### src/rtl/acc_c_arbiter.sv
// ============================================================================
// Module   : acc_c_arbiter
// Brief    : Round-robin arbiter sharing one accelerator among NumReq offloading
//            requesters; registered request path, combinational response routing.
// Revision : 1.0 - initial release
// ============================================================================
`default_nettype none

module acc_c_arbiter #(
  parameter int NumReq    = 2,
  parameter int DataWidth = 32,
  parameter int AddrWidth = 32
) (
  input  logic                          clk_i,
  input  logic                          rst_ni,
  // Requester-side request channel
  input  logic [NumReq*AddrWidth-1:0]   slv_q_addr_i,
  input  logic [NumReq*32-1:0]          slv_q_instr_data_i,
  input  logic [NumReq*2*DataWidth-1:0] slv_q_rs_i,
  input  logic [NumReq*DataWidth-1:0]   slv_q_hart_id_i,
  input  logic [NumReq-1:0]             slv_q_valid_i,
  output logic [NumReq-1:0]             slv_q_ready_o,
  // Requester-side response channel
  output logic [DataWidth-1:0]          slv_p_data_o,
  output logic [DataWidth-1:0]          slv_p_hart_id_o,
  output logic [4:0]                    slv_p_rd_o,
  output logic                          slv_p_error_o,
  output logic [NumReq-1:0]             slv_p_valid_o,
  input  logic [NumReq-1:0]             slv_p_ready_i,
  // Accelerator-side request channel
  output logic [AddrWidth-1:0]          mst_q_addr_o,
  output logic [31:0]                   mst_q_instr_data_o,
  output logic [2*DataWidth-1:0]        mst_q_rs_o,
  output logic [DataWidth-1:0]          mst_q_hart_id_o,
  output logic                          mst_q_valid_o,
  input  logic                          mst_q_ready_i,
  // Accelerator-side response channel
  input  logic [DataWidth-1:0]          mst_p_data_i,
  input  logic [DataWidth-1:0]          mst_p_hart_id_i,
  input  logic [4:0]                    mst_p_rd_i,
  input  logic                          mst_p_error_i,
  input  logic                          mst_p_valid_i,
  output logic                          mst_p_ready_o,
  output logic                          route_err_o
);

  localparam int IdxW = (NumReq > 1) ? $clog2(NumReq) : 1;

  logic                   buf_full_q,  buf_full_d;
  logic [AddrWidth-1:0]   buf_addr_q,  buf_addr_d;
  logic [31:0]            buf_instr_q, buf_instr_d;
  logic [2*DataWidth-1:0] buf_rs_q,    buf_rs_d;
  logic [DataWidth-1:0]   buf_hart_q,  buf_hart_d;
  logic [IdxW-1:0]        rr_ptr_q,    rr_ptr_d;
  logic                   route_err_q, route_err_d;

  logic                   gnt_found;
  logic [IdxW-1:0]        gnt_idx;
  logic [IdxW:0]          cand;
  logic                   can_load;
  logic                   up_hs;
  logic                   down_hs;
  logic [AddrWidth-1:0]   sel_addr;
  logic [31:0]            sel_instr;
  logic [2*DataWidth-1:0] sel_rs;
  logic [DataWidth-1:0]   sel_hart;

  logic [IdxW-1:0]        p_idx;
  logic                   p_in_range;
  logic                   p_ready_sel;

  // Search starts at rr_ptr and wraps; cand is one bit wider so the sum never overflows.
  always_comb begin
    gnt_found = 1'b0;
    gnt_idx   = '0;
    cand      = '0;
    for (int k = 0; k < NumReq; k++) begin
      cand = {1'b0, rr_ptr_q} + (IdxW+1)'(k);
      if (cand >= (IdxW+1)'(NumReq)) begin
        cand = cand - (IdxW+1)'(NumReq);
      end
      if (!gnt_found && slv_q_valid_i[cand[IdxW-1:0]]) begin
        gnt_found = 1'b1;
        gnt_idx   = cand[IdxW-1:0];
      end
    end
  end

  always_comb begin
    sel_addr  = '0;
    sel_instr = '0;
    sel_rs    = '0;
    sel_hart  = '0;
    for (int i = 0; i < NumReq; i++) begin
      if (gnt_idx == IdxW'(i)) begin
        sel_addr  = slv_q_addr_i[i*AddrWidth +: AddrWidth];
        sel_instr = slv_q_instr_data_i[i*32 +: 32];
        sel_rs    = slv_q_rs_i[i*2*DataWidth +: 2*DataWidth];
        sel_hart  = slv_q_hart_id_i[i*DataWidth +: DataWidth];
      end
    end
  end

  assign down_hs  = buf_full_q && mst_q_ready_i;
  assign can_load = !buf_full_q || mst_q_ready_i;
  assign up_hs    = gnt_found && can_load && rst_ni;

  // rst_ni gating keeps requesters stalled while the async reset is held.
  always_comb begin
    slv_q_ready_o = '0;
    for (int i = 0; i < NumReq; i++) begin
      slv_q_ready_o[i] = up_hs && (gnt_idx == IdxW'(i));
    end
  end

  always_comb begin
    buf_full_d  = buf_full_q;
    buf_addr_d  = buf_addr_q;
    buf_instr_d = buf_instr_q;
    buf_rs_d    = buf_rs_q;
    buf_hart_d  = buf_hart_q;
    rr_ptr_d    = rr_ptr_q;
    if (up_hs) begin
      buf_full_d  = 1'b1;
      buf_addr_d  = sel_addr;
      buf_instr_d = sel_instr;
      buf_rs_d    = sel_rs;
      buf_hart_d  = sel_hart;
      rr_ptr_d    = (gnt_idx == IdxW'(NumReq - 1)) ? '0 : gnt_idx + IdxW'(1);
    end else if (down_hs) begin
      buf_full_d  = 1'b0;
    end
  end

  assign p_idx      = mst_p_hart_id_i[IdxW-1:0];
  assign p_in_range = mst_p_hart_id_i < DataWidth'(NumReq);

  always_comb begin
    slv_p_valid_o = '0;
    p_ready_sel   = 1'b0;
    for (int i = 0; i < NumReq; i++) begin
      if (p_idx == IdxW'(i)) begin
        slv_p_valid_o[i] = mst_p_valid_i && p_in_range;
        p_ready_sel      = slv_p_ready_i[i];
      end
    end
  end

  // Misrouted responses are accepted and dropped so the accelerator never stalls.
  assign mst_p_ready_o = p_in_range ? p_ready_sel : 1'b1;
  assign route_err_d   = mst_p_valid_i && !p_in_range;

  always_ff @(posedge clk_i or negedge rst_ni) begin
    if (!rst_ni) begin
      buf_full_q  <= 1'b0;
      buf_addr_q  <= '0;
      buf_instr_q <= '0;
      buf_rs_q    <= '0;
      buf_hart_q  <= '0;
      rr_ptr_q    <= '0;
      route_err_q <= 1'b0;
    end else begin
      buf_full_q  <= buf_full_d;
      buf_addr_q  <= buf_addr_d;
      buf_instr_q <= buf_instr_d;
      buf_rs_q    <= buf_rs_d;
      buf_hart_q  <= buf_hart_d;
      rr_ptr_q    <= rr_ptr_d;
      route_err_q <= route_err_d;
    end
  end

  assign mst_q_valid_o      = buf_full_q;
  assign mst_q_addr_o       = buf_addr_q;
  assign mst_q_instr_data_o = buf_instr_q;
  assign mst_q_rs_o         = buf_rs_q;
  assign mst_q_hart_id_o    = buf_hart_q;

  assign slv_p_data_o    = mst_p_data_i;
  assign slv_p_hart_id_o = mst_p_hart_id_i;
  assign slv_p_rd_o      = mst_p_rd_i;
  assign slv_p_error_o   = mst_p_error_i;
  assign route_err_o     = route_err_q;

endmodule

`default_nettype wire

### config.mk
export PLATFORM = sky130hd
export DESIGN_NAME = acc_c_arbiter
export DESIGN_NICKNAME = d
export VERILOG_FILES = /design/src/rtl/acc_c_arbiter.sv
export SDC_FILE = /design/constraint.sdc
export NUM_CORES = 1
export LEC_CHECK = 0
export ABC_AREA = 0
export BUFFER_PORTS_ARGS = -buffer_cell sky130_fd_sc_hd__buf_4
export CAP_MARGIN = 20
export CORE_AREA = 2 2 246 248
export CTS_CLUSTER_SIZE = 20
export DETAILED_ROUTE_END_ITERATION = 16
export DIE_AREA = 0 0 248 250
export GPL_ROUTABILITY_DRIVEN = 0
export HOLD_SLACK_MARGIN = 0.12
export SYNTH_ARGS = -nofsm -noshare
export SYNTH_HDL_FRONTEND = slang
export SYNTH_SLANG_ARGS = --single-unit
### constraint.sdc
create_clock -name clk_i -period 1.4 [get_ports clk_i]
set_input_delay 0.14 -clock clk_i [delete_from_list [all_inputs] [get_ports clk_i]]
set_output_delay 0.14 -clock clk_i [all_outputs]
set_load 0.01 [all_outputs]
# Word-level counts from Yosys, hierarchy flattened

Cells that the tools add are included.

RAM bits: 0
Memories: 0
Register bits after elaboration: 163
Bits in latches: 0
Bits in read-only memories: 0
Input port bits: 398
Logic and storage cells: 51

Div/mod/pow operators: 0
Mux-type cells: 21
Equal/unequal tests: 0
Multiply operators: 0
Shift-type cells: 0
$add $sub $neg: 4
Reductions and logical operators: 13
Bitwise gates (word level): 1
Magnitude comparators: 5

Operator list:

| operator            | count |
|---|---|
| $mux 32             | 3 |
| $mux 64             | 1 |
| $lt 32x2->1 const B | 1 |
| $mux 1              | 17 |
| $logic_and 1x1->1   | 8 |
| $lt 1x2->1 const B  | 2 |
| $logic_not 1->1     | 3 |
| $add 1x1->2 const B | 1 |
| $ge 1x2->1 const B  | 1 |
| $ge 2x2->1 const B  | 1 |
| $reduce_bool 2->1   | 1 |
| $sub 1x1->1 const B | 2 |
| $add 1x1->1 const B | 1 |
| $logic_or 1x1->1    | 1 |
| $not 1->1           | 1 |

# Logic depth before layout (Yosys ltp)

Word-level depth: 11
Gate-level depth with buffers: 7
Gate-level depth less buffers: 3

# Least setup slack after synthesis

Ideal clock, no wire load.

Path kind: register to register
From: register buf_full_q (netlist: mst_q_valid_o)
To: register buf_hart_q[10] (netlist: mst_q_hart_id_o[10])
Buffers on the path: 4
Stages on the path, launching flop included: 8
Arrival time: 1.413 ns
Clock period less this slack: 1.539 ns
Setup slack: -0.139 ns
Library setup time: 0.126 ns
Path through: dfrtp_1 > nand2b_4 > buf_6 > o2111a_1 > buf_2 > buf_6 > buf_6 > a221o_1

Word-level cells in the longest chain between the ends: 4

RTL lines:

| what                            | RTL line | RTL |
|---|---|---|
| start: declaration              | 49       | `logic buf_full_q, buf_full_d;` |
| start signal: assignment        | 163      | `buf_full_q <= buf_full_d;` |
| $logic_not 1->1                 | 105      | `assign can_load = !buf_full_q \|\| mst_q_ready_i;` |
| $logic_or 1x1->1                | 105      |  |
| $logic_and 1x1->1 (2 in series) | 106      | `assign up_hs = gnt_found && can_load && rst_ni;` |
| end signal: assignment          | 167      | `buf_hart_q <= buf_hart_d;` |
| end: declaration                | 53       | `logic [DataWidth-1:0] buf_hart_q, buf_hart_d;` |

Every way passes these cells.
A chain may end at the register's enable or synchronous reset.

# Worst setup path in the final report

From: register rr_ptr_q
To: register buf_rs_q[50] (netlist: mst_q_rs_o[50])

Word-level cells in the longest chain between the ends: 10
Elaborated cells between the ends (all ways): 20

RTL lines:

| what                                             | RTL line | RTL |
|---|---|---|
| start: declaration                               | 54       | `logic [IdxW-1:0] rr_ptr_q, rr_ptr_d;` |
| start signal: assignment                         | 168      | `rr_ptr_q <= rr_ptr_d;` |
| $ge 1x2->1 / $sub 1x1->1 (equally long branches) | 79, 80   |  |
| $mux 1                                           | 79       | `if (cand >= (IdxW+1)'(NumReq)) begin` |
| $mux 1 (implied by the code) (2 in series)       | 82       | `if (!gnt_found && slv_q_valid_i[cand[IdxW-1:0]]) begin` |
| $mux 1                                           | 82       |  |
| $logic_not 1->1                                  | 82       |  |
| $logic_and 1x1->1                                | 82       |  |
| $mux 1                                           | 82       |  |
| $logic_and 1x1->1 (2 in series)                  | 106      |  |
| end signal: assignment                           | 166      | `buf_rs_q <= buf_rs_d;` |
| end: declaration                                 | 52       | `logic [2*DataWidth-1:0] buf_rs_q, buf_rs_d;` |

Parallel ways exist; a longest one is shown, timed or not. The select of a mux whose other input is x is not followed.

==> results.md <==
* Die ar. at 62,000 µm²
* Total Routing Usage GR at 14.9%
* Final hold vios at 0
* First-pass GRT wire length at 69,000 µm
* Setup Skew at 0.00924 ns
* Fmax at 605 MHz
* Commonest non-fill, non-tap cell in the layout: buf_4
* Count of final max-slew check failures at 0
* Vias in the first global route at 11.4k
* Vias per cell at 4.35
* Routed Antenna Nets at 0
* Synth async-reset ratio at 100%
* Core area at 59,600 µm²
* Worst EP arrival at 2.02 ns
* Peak supply drop at 0.918 mV
* Worst-Margin Slew at 0.916 ns
* CP endpoint kind: register
* Row count at 90
* Syn avg cell area at 10.2 µm²
* H-tree Lvls at 4
* Fin crit share at 118%
* Post-synthesis register bit count at 163
* Setup WS pre-CTS at -0.221 ns
* DP Wirelength at 31,400 µm
* Synth area leader: dfrtp_1
* FF/Latch Area at 4080 µm²
* Largest net degree at the start of global routing at 79
* Setup violators final at 168
* Initial Utilization at 14.2%
* Post-Syn Area at 8460 µm²
* CTS clock-pin slew for the worst setup and hold paths at 0.08 ns
* Top-area cell type share of the netlist area at 48.2%
* Failing checks: setup timing
* Synthesis-to-finish area growth at 107%
* Setup TNS at -30.81 ns
* Number of synthesized flops with an enable pin at 0
* Yosys cell types at 21
* Switch share at 34.4%
* Placed cell areas at 13,300 µm²
* Slowest CP cell: dfrtp_1
* I/O Buffers at 558
* Post-synthesis adder-cell area fraction at 0%
* GRT overflow at 0
* CP Data Required Time at 1.76 ns
* Net switching power at 6.23 mW
* Ports at 635
* Width of the chip at 248 µm
* Slew HR at 38.7%
* CTS Sinks at 163
* Nets at 2,051
* Iter 0 DRT Violations at 551
* Hold slack at 0.249 ns
* Commonest cells after routing, fill and taps aside: buf_4 (585), dlygate4sd3_1 (341), dfrtp_1 (163), inv_1 (162)
* Clock share of power at 26.8%
* Seq pwr share at 34.9%
* HP Class: input port to asynchronous set/reset pin
* Maxcap violations at 0
* Fin crit period at 1.65 ns
* CTS tree: yes
* Internal power at 11.9 mW
* Multiplexer share of the synthesized area at 0.118%
* CP peak stage delay at 0.41 ns
* Routed vias at 10.7k
* Worst-skew pair later-pin latency at 0.48 ns
* Final-layout fill cell count at 5,968
* Final instance area at 17,500 µm²
* Comb power frac at 38.2%
* Synth Instances at 831
* Clock Path Buffers at 2
* Slack of the critical path at -0.254 ns
* Complex-gate fraction of the synthesized area at 31.0%
* Cell chain of the critical path: o2111a_4 > buf_4 > buf_12 > a221o_1
* Area of the multi-input gates at 2830 µm²
* CTS buffer count at 17
* Initial antenna violation count at 7
* Clk root buf: clkbuf_16
* Die H at 250 µm
* Main synth FF type: dfrtp_1
* Pleak at 8.37 nW
* Largest cells by area after synthesis: dfrtp_1 (48%), a221o_1 (19%), a31oi_1 (12%)
* Synth warnings at 0
* Share of cells above drive strength 1 at 39.7%
* Drt first pass iters at 5
* Status: finished, violations left
* Crit path max fanout at 78
* CP startpoint kind: register
* DR DRC count at 0
* Kind of critical path: register to register
* Wirelength per Cell at 19.6 µm
* Final WL at 47,900 µm
* Post-synthesis simple-gate area fraction at 1.69%
* Post-synthesis sequential area ratio at 48.2%
* Pwr Total at 18.1 mW
* Main combinational cell family by area after synthesis: compound AO/OA/AOI/OAI gates
* Post-Synth XOR/XNOR Area at 0%
* Syn Nets at 1,229
* Pwr Density at 1030 nW/µm²
* RSZ-0062 raised after global routing: yes
==> power by group through the flow <==
stage | clock, mW | combinational [mW] | sequential [mW]
after detailed placement | 0 | 5.94 | 6.37
after global placement | 0 | 5.84 | 6.35
after CTS | 5.08 | 6.88 | 6.30
after floorplan | 0 | 2.25 | 6.71
after global routing | 5.19 | 7.48 | 6.43
final | 4.86 | 6.92 | 6.33
==> what timing repair did <==
action	in CTS	in global routing
buffers inserted	5	2
hold endpoints to repair	326	0
setup endpoints to repair	166	184
cloned	2	0
hold buffers	343	0
pin swaps	11	71
gates resized for setup	19	9
==> final cells by class <==
cell class	count	area share, %
multi-input combinational	346	16.1
sequential	163	23.3
tap	782	5.58
timing repair buffer	963	48.2
antenna	4	0.0571
clock buffer	17	2.43
inverter	162	3.47
clock inverter	15	0.920
==> critical path: cells and delay by family (launching register included) <==
family                 cells  cell delay, ns
AOI/OAI and AO/OA          2            0.68
buffers and inverters      2            0.34
DFF                        1            0.41
==> worst paths after layout <==
check	startpoint	to	slack [ns]	depth (start not counted)
worst max-delay path	rr_ptr_q$_DFFE_PN0P_	mst_q_rs_o[50]$_DFFE_PN0P_	-0.25	4
worst min-delay path	rst_ni	mst_q_valid_o$_DFFE_PN0P_	0.25	2
worst max register to register	rr_ptr_q$_DFFE_PN0P_	mst_q_rs_o[50]$_DFFE_PN0P_	-0.25	4
worst min register to register	rr_ptr_q$_DFFE_PN0P_	rr_ptr_q$_DFFE_PN0P_	0.55	1
max in group asynchronous	rst_ni	route_err_o$_DFF_PN0_	0	4
min in group clk_i	rst_ni	mst_q_hart_id_o[26]$_DFFE_PN0P_	0.27	4
==> stage by stage <==
stage | utilization [%] | std cells
final | 29.4 | 2452
after global routing | 29.4 | 2452
after CTS | 29.3 | 2446
after detailed placement | 22.2 | 2064
after global placement | 22.2 | 2064
after floorplan | - | 831
==> cells by family (layout without fill, tap and decap cells) <==
| group | after synthesis | after routing |
|---|---|---|
| AOI/OAI and AO/OA | 323 | 323 |
| buffers and inverters | 322 | 1157 |
| DFF | 163 | 163 |
| and+or+nand+nor | 22 | 22 |
| muxes | 1 | 1 |
| other | 0 | 4 |
==> registers in the layout, indices dropped and copies added, names as in the netlist <==
| register | count |
|---|---|
| mst_q_instr_data_o | 32 |
| route_err_o | 1 |
| mst_q_rs_o | 64 |
| mst_q_addr_o | 32 |
| rr_ptr_q | 1 |
| mst_q_hart_id_o | 32 |
| mst_q_valid_o | 1 |
==> cell usage after synthesis (2+ instances only) <==
cell and instances:
dfrtp_1 163, a31oi_1 160, nor3_1 2, inv_1 162, nand2_1 3, buf_2 31, buf_4 71, nor4_1 8
nand3_1 2, buf_6 12, a221o_1 160, nand4_1 2, clkbuf_1 46, and4_1 2
==> routing by layer <==
metal | up-vias | part of all wire [%] | GRT usage (%)
li1 | 4705 | - | -
met1 | 5122 | 36 | 15.5
met2 | 701 | 50 | 26.3
met3 | 143 | 9.1 | 4.67
met4 | 0 | 5.1 | 8.31
met5 | - | 0 | 0
Note: power is estimated with default switching activity, not from simulation.
